$ cat src/rtl/time_setter_if.sv
// Button, current-time and load/status bundle between the time setter and its surroundings.
// The slave modport is the setter's view; master is the driving side (counter/buttons).
interface time_setter_if;
  logic       seconds_pulse_i;
  logic       btn_mode_i;
  logic       btn_up_i;
  logic       btn_down_i;
  logic       btn_cancel_i;
  logic [4:0] cur_hours_i;
  logic [5:0] cur_minutes_i;
  logic [6:0] cur_seconds_i;
  logic [4:0] load_hours_o;
  logic [5:0] load_minutes_o;
  logic [6:0] load_seconds_o;
  logic       load_time_o;
  logic       count_enable_o;
  logic [1:0] edit_field_o;

  modport master (
    output seconds_pulse_i, btn_mode_i, btn_up_i, btn_down_i, btn_cancel_i,
    output cur_hours_i, cur_minutes_i, cur_seconds_i,
    input  load_hours_o, load_minutes_o, load_seconds_o,
    input  load_time_o, count_enable_o, edit_field_o
  );

  modport slave (
    input  seconds_pulse_i, btn_mode_i, btn_up_i, btn_down_i, btn_cancel_i,
    input  cur_hours_i, cur_minutes_i, cur_seconds_i,
    output load_hours_o, load_minutes_o, load_seconds_o,
    output load_time_o, count_enable_o, edit_field_o
  );
endinterface

$ cat src/rtl/time_setter.sv
// Clock time-setting FSM: capture, edit H/M/S with wrap, commit via one-cycle load strobe.
// One-edge latency, outputs decoded from registers only; no backpressure (pulses always accepted).
module time_setter #(
  parameter int TIMEOUT_SEC = 10
) (
  input logic        clk_100MHz_i,
  input logic        reset_n_i,
  time_setter_if.slave ts
);

  localparam int CNT_W = $clog2(TIMEOUT_SEC + 1);
  localparam logic [CNT_W-1:0] TO_VAL = CNT_W'(TIMEOUT_SEC);

  typedef enum logic [2:0] {
    IDLE   = 3'd0,
    EDIT_H = 3'd1,
    EDIT_M = 3'd2,
    EDIT_S = 3'd3,
    COMMIT = 3'd4
  } state_t;

  state_t           state_q, state_nxt;
  logic [4:0]       hours_q, hours_nxt;
  logic [5:0]       minutes_q, minutes_nxt;
  logic [6:0]       seconds_q, seconds_nxt;
  logic [CNT_W-1:0] cnt_q, cnt_nxt;

  logic any_btn;
  logic step_up;
  logic step_dn;

  function automatic logic [6:0] step_field(input logic [6:0] v, input logic [6:0] max_v,
                                            input logic up);
    if (up) return (v == max_v) ? 7'd0 : v + 7'd1;
    else    return (v == 7'd0) ? max_v : v - 7'd1;
  endfunction

  assign any_btn = ts.btn_mode_i | ts.btn_up_i | ts.btn_down_i | ts.btn_cancel_i;
  // Opposing pulses in one cycle cancel out.
  assign step_up = ts.btn_up_i & ~ts.btn_down_i;
  assign step_dn = ts.btn_down_i & ~ts.btn_up_i;

  always_comb begin
    state_nxt   = state_q;
    hours_nxt   = hours_q;
    minutes_nxt = minutes_q;
    seconds_nxt = seconds_q;
    cnt_nxt     = cnt_q;

    case (state_q)
      IDLE: begin
        cnt_nxt = '0;
        if (ts.btn_mode_i) begin
          hours_nxt   = (ts.cur_hours_i   > 5'd23) ? 5'd0 : ts.cur_hours_i;
          minutes_nxt = (ts.cur_minutes_i > 6'd59) ? 6'd0 : ts.cur_minutes_i;
          seconds_nxt = (ts.cur_seconds_i > 7'd59) ? 7'd0 : ts.cur_seconds_i;
          state_nxt   = EDIT_H;
        end
      end

      EDIT_H, EDIT_M, EDIT_S: begin
        if (any_btn) begin
          cnt_nxt = '0;
        end else if (ts.seconds_pulse_i && cnt_q != TO_VAL) begin
          cnt_nxt = cnt_q + CNT_W'(1);
        end

        if (ts.btn_cancel_i) begin
          state_nxt = IDLE;
        end else if (ts.btn_mode_i) begin
          case (state_q)
            EDIT_H:  state_nxt = EDIT_M;
            EDIT_M:  state_nxt = EDIT_S;
            default: state_nxt = COMMIT;
          endcase
        end else if (step_up || step_dn) begin
          case (state_q)
            EDIT_H:  hours_nxt   = 5'(step_field({2'b00, hours_q}, 7'd23, step_up));
            EDIT_M:  minutes_nxt = 6'(step_field({1'b0, minutes_q}, 7'd59, step_up));
            default: seconds_nxt = step_field(seconds_q, 7'd59, step_up);
          endcase
        end else if (!any_btn && cnt_q == TO_VAL) begin
          // Expired inactivity window: leave edit without committing.
          state_nxt = IDLE;
        end

        if (state_nxt == IDLE || state_nxt == COMMIT) cnt_nxt = '0;
      end

      COMMIT: begin
        cnt_nxt   = '0;
        state_nxt = IDLE;
      end

      default: begin
        cnt_nxt   = '0;
        state_nxt = IDLE;
      end
    endcase
  end

  always_ff @(posedge clk_100MHz_i or negedge reset_n_i) begin
    if (!reset_n_i) begin
      state_q   <= IDLE;
      hours_q   <= '0;
      minutes_q <= '0;
      seconds_q <= '0;
      cnt_q     <= '0;
    end else begin
      state_q   <= state_nxt;
      hours_q   <= hours_nxt;
      minutes_q <= minutes_nxt;
      seconds_q <= seconds_nxt;
      cnt_q     <= cnt_nxt;
    end
  end

  assign ts.load_hours_o   = hours_q;
  assign ts.load_minutes_o = minutes_q;
  assign ts.load_seconds_o = seconds_q;
  assign ts.load_time_o    = (state_q == COMMIT);
  assign ts.count_enable_o = (state_q == IDLE);

  always_comb begin
    ts.edit_field_o = 2'b00;
    case (state_q)
      EDIT_H:  ts.edit_field_o = 2'b01;
      EDIT_M:  ts.edit_field_o = 2'b10;
      EDIT_S:  ts.edit_field_o = 2'b11;
      default: ts.edit_field_o = 2'b00;
    endcase
  end

endmodule

$ cat src/flat_wrapper.sv
// flat-port wrapper written by rule: the top's interface ports become plain ports
module time_setter_flat 
#(
  parameter int TIMEOUT_SEC = 10
)
  (clk_100MHz_i, reset_n_i, ts_seconds_pulse_i, ts_btn_mode_i, ts_btn_up_i, ts_btn_down_i, ts_btn_cancel_i, ts_cur_hours_i, ts_cur_minutes_i, ts_cur_seconds_i, ts_load_hours_o, ts_load_minutes_o, ts_load_seconds_o, ts_load_time_o, ts_count_enable_o, ts_edit_field_o);
  time_setter_if ts_i ();
  input logic clk_100MHz_i;
  input logic reset_n_i;
  input wire logic [$bits(ts_i.seconds_pulse_i)-1:0] ts_seconds_pulse_i;
  input wire logic [$bits(ts_i.btn_mode_i)-1:0] ts_btn_mode_i;
  input wire logic [$bits(ts_i.btn_up_i)-1:0] ts_btn_up_i;
  input wire logic [$bits(ts_i.btn_down_i)-1:0] ts_btn_down_i;
  input wire logic [$bits(ts_i.btn_cancel_i)-1:0] ts_btn_cancel_i;
  input wire logic [$bits(ts_i.cur_hours_i)-1:0] ts_cur_hours_i;
  input wire logic [$bits(ts_i.cur_minutes_i)-1:0] ts_cur_minutes_i;
  input wire logic [$bits(ts_i.cur_seconds_i)-1:0] ts_cur_seconds_i;
  output wire logic [$bits(ts_i.load_hours_o)-1:0] ts_load_hours_o;
  output wire logic [$bits(ts_i.load_minutes_o)-1:0] ts_load_minutes_o;
  output wire logic [$bits(ts_i.load_seconds_o)-1:0] ts_load_seconds_o;
  output wire logic [$bits(ts_i.load_time_o)-1:0] ts_load_time_o;
  output wire logic [$bits(ts_i.count_enable_o)-1:0] ts_count_enable_o;
  output wire logic [$bits(ts_i.edit_field_o)-1:0] ts_edit_field_o;
  assign ts_i.seconds_pulse_i = ts_seconds_pulse_i;
  assign ts_i.btn_mode_i = ts_btn_mode_i;
  assign ts_i.btn_up_i = ts_btn_up_i;
  assign ts_i.btn_down_i = ts_btn_down_i;
  assign ts_i.btn_cancel_i = ts_btn_cancel_i;
  assign ts_i.cur_hours_i = ts_cur_hours_i;
  assign ts_i.cur_minutes_i = ts_cur_minutes_i;
  assign ts_i.cur_seconds_i = ts_cur_seconds_i;
  assign ts_load_hours_o = ts_i.load_hours_o;
  assign ts_load_minutes_o = ts_i.load_minutes_o;
  assign ts_load_seconds_o = ts_i.load_seconds_o;
  assign ts_load_time_o = ts_i.load_time_o;
  assign ts_count_enable_o = ts_i.count_enable_o;
  assign ts_edit_field_o = ts_i.edit_field_o;
  time_setter #(.TIMEOUT_SEC(TIMEOUT_SEC)) u_core (.clk_100MHz_i(clk_100MHz_i), .reset_n_i(reset_n_i), .ts(ts_i));
endmodule
$ cat config.mk
export PLATFORM = sky130hd
export DESIGN_NAME = time_setter_flat
export DESIGN_NICKNAME = d
export VERILOG_FILES = /design/src/rtl/time_setter_if.sv /design/src/rtl/time_setter.sv /design/src/flat_wrapper.sv
export SDC_FILE = /design/constraint.sdc
export NUM_CORES = 1
export LEC_CHECK = 0
export BUFFER_PORTS_ARGS = -buffer_cell sky130_fd_sc_hd__buf_2
export CAP_MARGIN = 40
export CORE_MARGIN = 3
export CORE_UTILIZATION = 59
export DETAILED_ROUTE_END_ITERATION = 8
export GPL_TIMING_DRIVEN = 0
export HOLD_SLACK_MARGIN = 0.05
export PLACE_DENSITY = 0.95
export SYNTH_ARGS = -nofsm -noshare
export SYNTH_HDL_FRONTEND = slang
export SYNTH_SLANG_ARGS = --single-unit
$ cat constraint.sdc
create_clock -name clk_100MHz_i -period 5.3 [get_ports clk_100MHz_i]
set_input_delay 0.53 -clock clk_100MHz_i [delete_from_list [all_inputs] [get_ports clk_100MHz_i]]
set_output_delay 0.53 -clock clk_100MHz_i [all_outputs]
set_load 0.1 [all_outputs]
==> results.cfg <==
[logic_synthesis]
syn_inst = 271
syn-num-nets = 306
async_reset_ff_frac = 1.00
post_synth_instance_area_sq_um = 2140
synth_warnings = 0
synth.distinct_cells = 56
syn-mean-instance-area_sq_um = 7.90
synth_flop_cell = sky130_fd_sc_hd__dfrtp_1
synth_edf_count = 0
synth_sequential_area_ratio = 0.292
ys_seq_elements = 25

[sta]
timing_hold_violations_final = 0
period_share = 0.437
tightestPinTransition_ns = 0.593
hold_slack_ns = 0.169
fin_skew_ns = 0.00917
grt_setup_unrepaired = false
fin_tns_setup_ns = 0
worst_slew_margin_rel = 0.605
finalCriticalPeriod_ns = 2.32
slew_viol_final = 0
max_fclk_mhz = 432
setup_viol = 0

[final_layout]
final_nets = 356
layout_commonest_cell = sky130_fd_sc_hd__buf_2
antenna_cells = 0
layout-drive-gt1-share = 0.203
fin_cells = 366
layout_common_cells = sky130_fd_sc_hd__buf_2, sky130_fd_sc_hd__dfrtp_1, sky130_fd_sc_hd__nor2_1
nFillCells = 283
post-route-cell-area_sq_um = 2450
area_growth_syn_to_layout_pct = 14.5

[routing]
antenna_violating_nets_post_route = 0
routedWlPerCell_um = 14.9
drtPass1Iterations = 4
detail_route.iter0.violations = 319
via_per_inst = 6.16
routed-via-count = 2255
drcViolationCount = 0
wirelength_um = 5450

[clocking]
max-clock-path-buffers = 2
ctsResizeCount = 0
htreeDepth = 1
cts-root-buf = sky130_fd_sc_hd__clkbuf_4
cts_tree = built
tritoncts.num_buffers = 3
cts_setup_buffers = 0
clock_transition_at_the_registers_of_the_reported_paths_ns = 0.16
clock_insertion_delay_worst_skew_ns = 0.33
ctsHoldBuffers = 0
clkSinkCount = 25

[placement]
post_dp_cell_area_sq_um = 2420
routability_driven_placement_congestion_ratio = 0.926
dp.final_hpwl_um = 4040
placed_cells_incl_taps = 362
io_buffer_count = 45

[critical_path]
worst-r2r-setup-slack_ns = 3.15
regToRegEndpoint = u_core.ts.load_seconds_o[3]
worst_setup_path_end_kind = output pin
worstSetupStartpoint = u_core.state_q[2]
worst_r2r_path_depth = 7
crit-reg2reg-launch = u_core.ts.load_seconds_o[0]
timing_worst_setup_path_type = reg2out
arrival_ns = 1.79
startpoint_kind_of_the_worst_setup_timing_path = register
critPathRequiredTime_ns = 4.77
crit_path_max_fanout = 10

[grt]
maximum_number_of_pins_on_one_net_before_global_route_repair = 26
groute.layer.met3.usage = 0.0340
gr-max-usage-layer = met2
number_of_global_route_vias_before_repair = 2052
grt_util_met2 = 0.442
global_route.usage.total = 0.268
global_route_wire_length_before_repair_um = 9230
met1_usage = 0.362
antenna_found_initial = 0
grt.overflow.total = 0

[power_and_ir_drop]
power.total_mw = 1.49
power_per_cell_area_nw_per_um2 = 607
power.static_leakage_nw = 1.08
irDropWorstVdd_mv = 0.519

[outcome]
run_status = complete, no violations

[run]
max_cap_viol_count = 0

[floorplanning]
std_cell_rows = 21
die_area_sq_um = 4390
boundaryPins = 47
start_util = 0.627
coreArea_sq_um = 3420
fp.dieW_um = 66.3
die_h_um = 66.3

[min_path]
hold_path.class = in2async
[area by class of cell]
class,instances,area [sq um],share of cell area
repair buffers,45,225,0.0918
plain buffers,17,91.3,0.0372
clock buffers,3,22.5,0.00918
flip-flops and latches,25,626,0.255
clock inverters,1,5.00,0.00204
well taps,46,57.6,0.0235
inverters,21,78.8,0.0321
multi-input cells,208,1350,0.549
[per-layer routing]
metal	routed length [um]	up-vias
li1	-	1094
met1	2350	1062
met2	2630	93
met3	412	6
met4	58	0
met5	0	-
[critical path, stage by stage (launching register included)]
cell and delay, ns:
sky130_fd_sc_hd__dfrtp_1 0.43, sky130_fd_sc_hd__clkbuf_1 0.22, sky130_fd_sc_hd__nor2b_1 0.31, sky130_fd_sc_hd__buf_2 0.49
[cell families (layout without fill, tap and decap cells)]
family          count (synthesis)  in the layout  share of synthesized area
compound gates                 77             77                      0.242
xor+xnor                       15             15                     0.0613
fa+ha+maj                      10             10                     0.0584
buf+inv                        38             87                     0.0794
flops                          25             25                      0.292
mux                             1              1                    0.00526
simple gates                  105            105                      0.261
[state kept, by name, indices dropped and copies added (netlist names)]
| name | cells |
|---|---|
| u_core.cnt_q | 4 |
| u_core.state_q | 3 |
| u_core.ts.load_hours_o | 5 |
| u_core.ts.load_minutes_o | 6 |
| u_core.ts.load_seconds_o | 7 |
[per-stage QoR]
step / util / worst slack [ns]
finish: 0.718 / 2.98
global route: 0.718 / 2.82
floorplan: - / 2.16
CTS: 0.718 / 2.96
global placement: 0.710 / 2.74
detailed placement: 0.710 / 2.74
[power breakdown]
part	switching, mW	leakage (nW)	internal [mW]
sequential	0.0760	0.316	0.249
clock	0.0653	0.0177	0.0284
combinational	0.795	0.747	0.276
[how the worst max path moves through the flow]
stage                                              to  slack, ns  cells past startpoint
after CTS                          ts_edit_field_o[0]       2.96                      3
after global placement    u_core.ts.load_minutes_o[0]       2.74                      9
after global routing      u_core.ts.load_minutes_o[1]       2.82                      9
final                              ts_edit_field_o[0]       2.98                      3
after floorplan                     ts_count_enable_o       2.16                      2
after detailed placement  u_core.ts.load_minutes_o[4]       2.74                      9
[synthesized netlist by cell type (all sizes together) (2+ instances only)]
cell / instances / area share
o211ai: 3 / 0.011
a21boi: 2 / 0.0070
nor3b: 2 / 0.0070
dfrtp: 25 / 0.29
o21ai: 11 / 0.026
nand4b: 3 / 0.012
nor3: 15 / 0.037
nand3: 13 / 0.030
a221oi: 3 / 0.012
or4: 3 / 0.012
nand4: 5 / 0.015
inv: 21 / 0.037
nor2b: 4 / 0.012
o31ai: 2 / 0.0070
a22o: 3 / 0.012
nor2: 24 / 0.042
o311ai: 3 / 0.012
xnor2: 10 / 0.041
ha: 10 / 0.058
clkbuf: 10 / 0.018
and3: 2 / 0.0058
nand2: 20 / 0.035
a31oi: 15 / 0.044
o221ai: 3 / 0.012
or3: 4 / 0.014
nor4: 2 / 0.0058
buf: 7 / 0.025
a21oi: 17 / 0.040
a22oi: 2 / 0.0070
xor2: 5 / 0.020
Note: power is estimated with default switching activity, not from simulation.
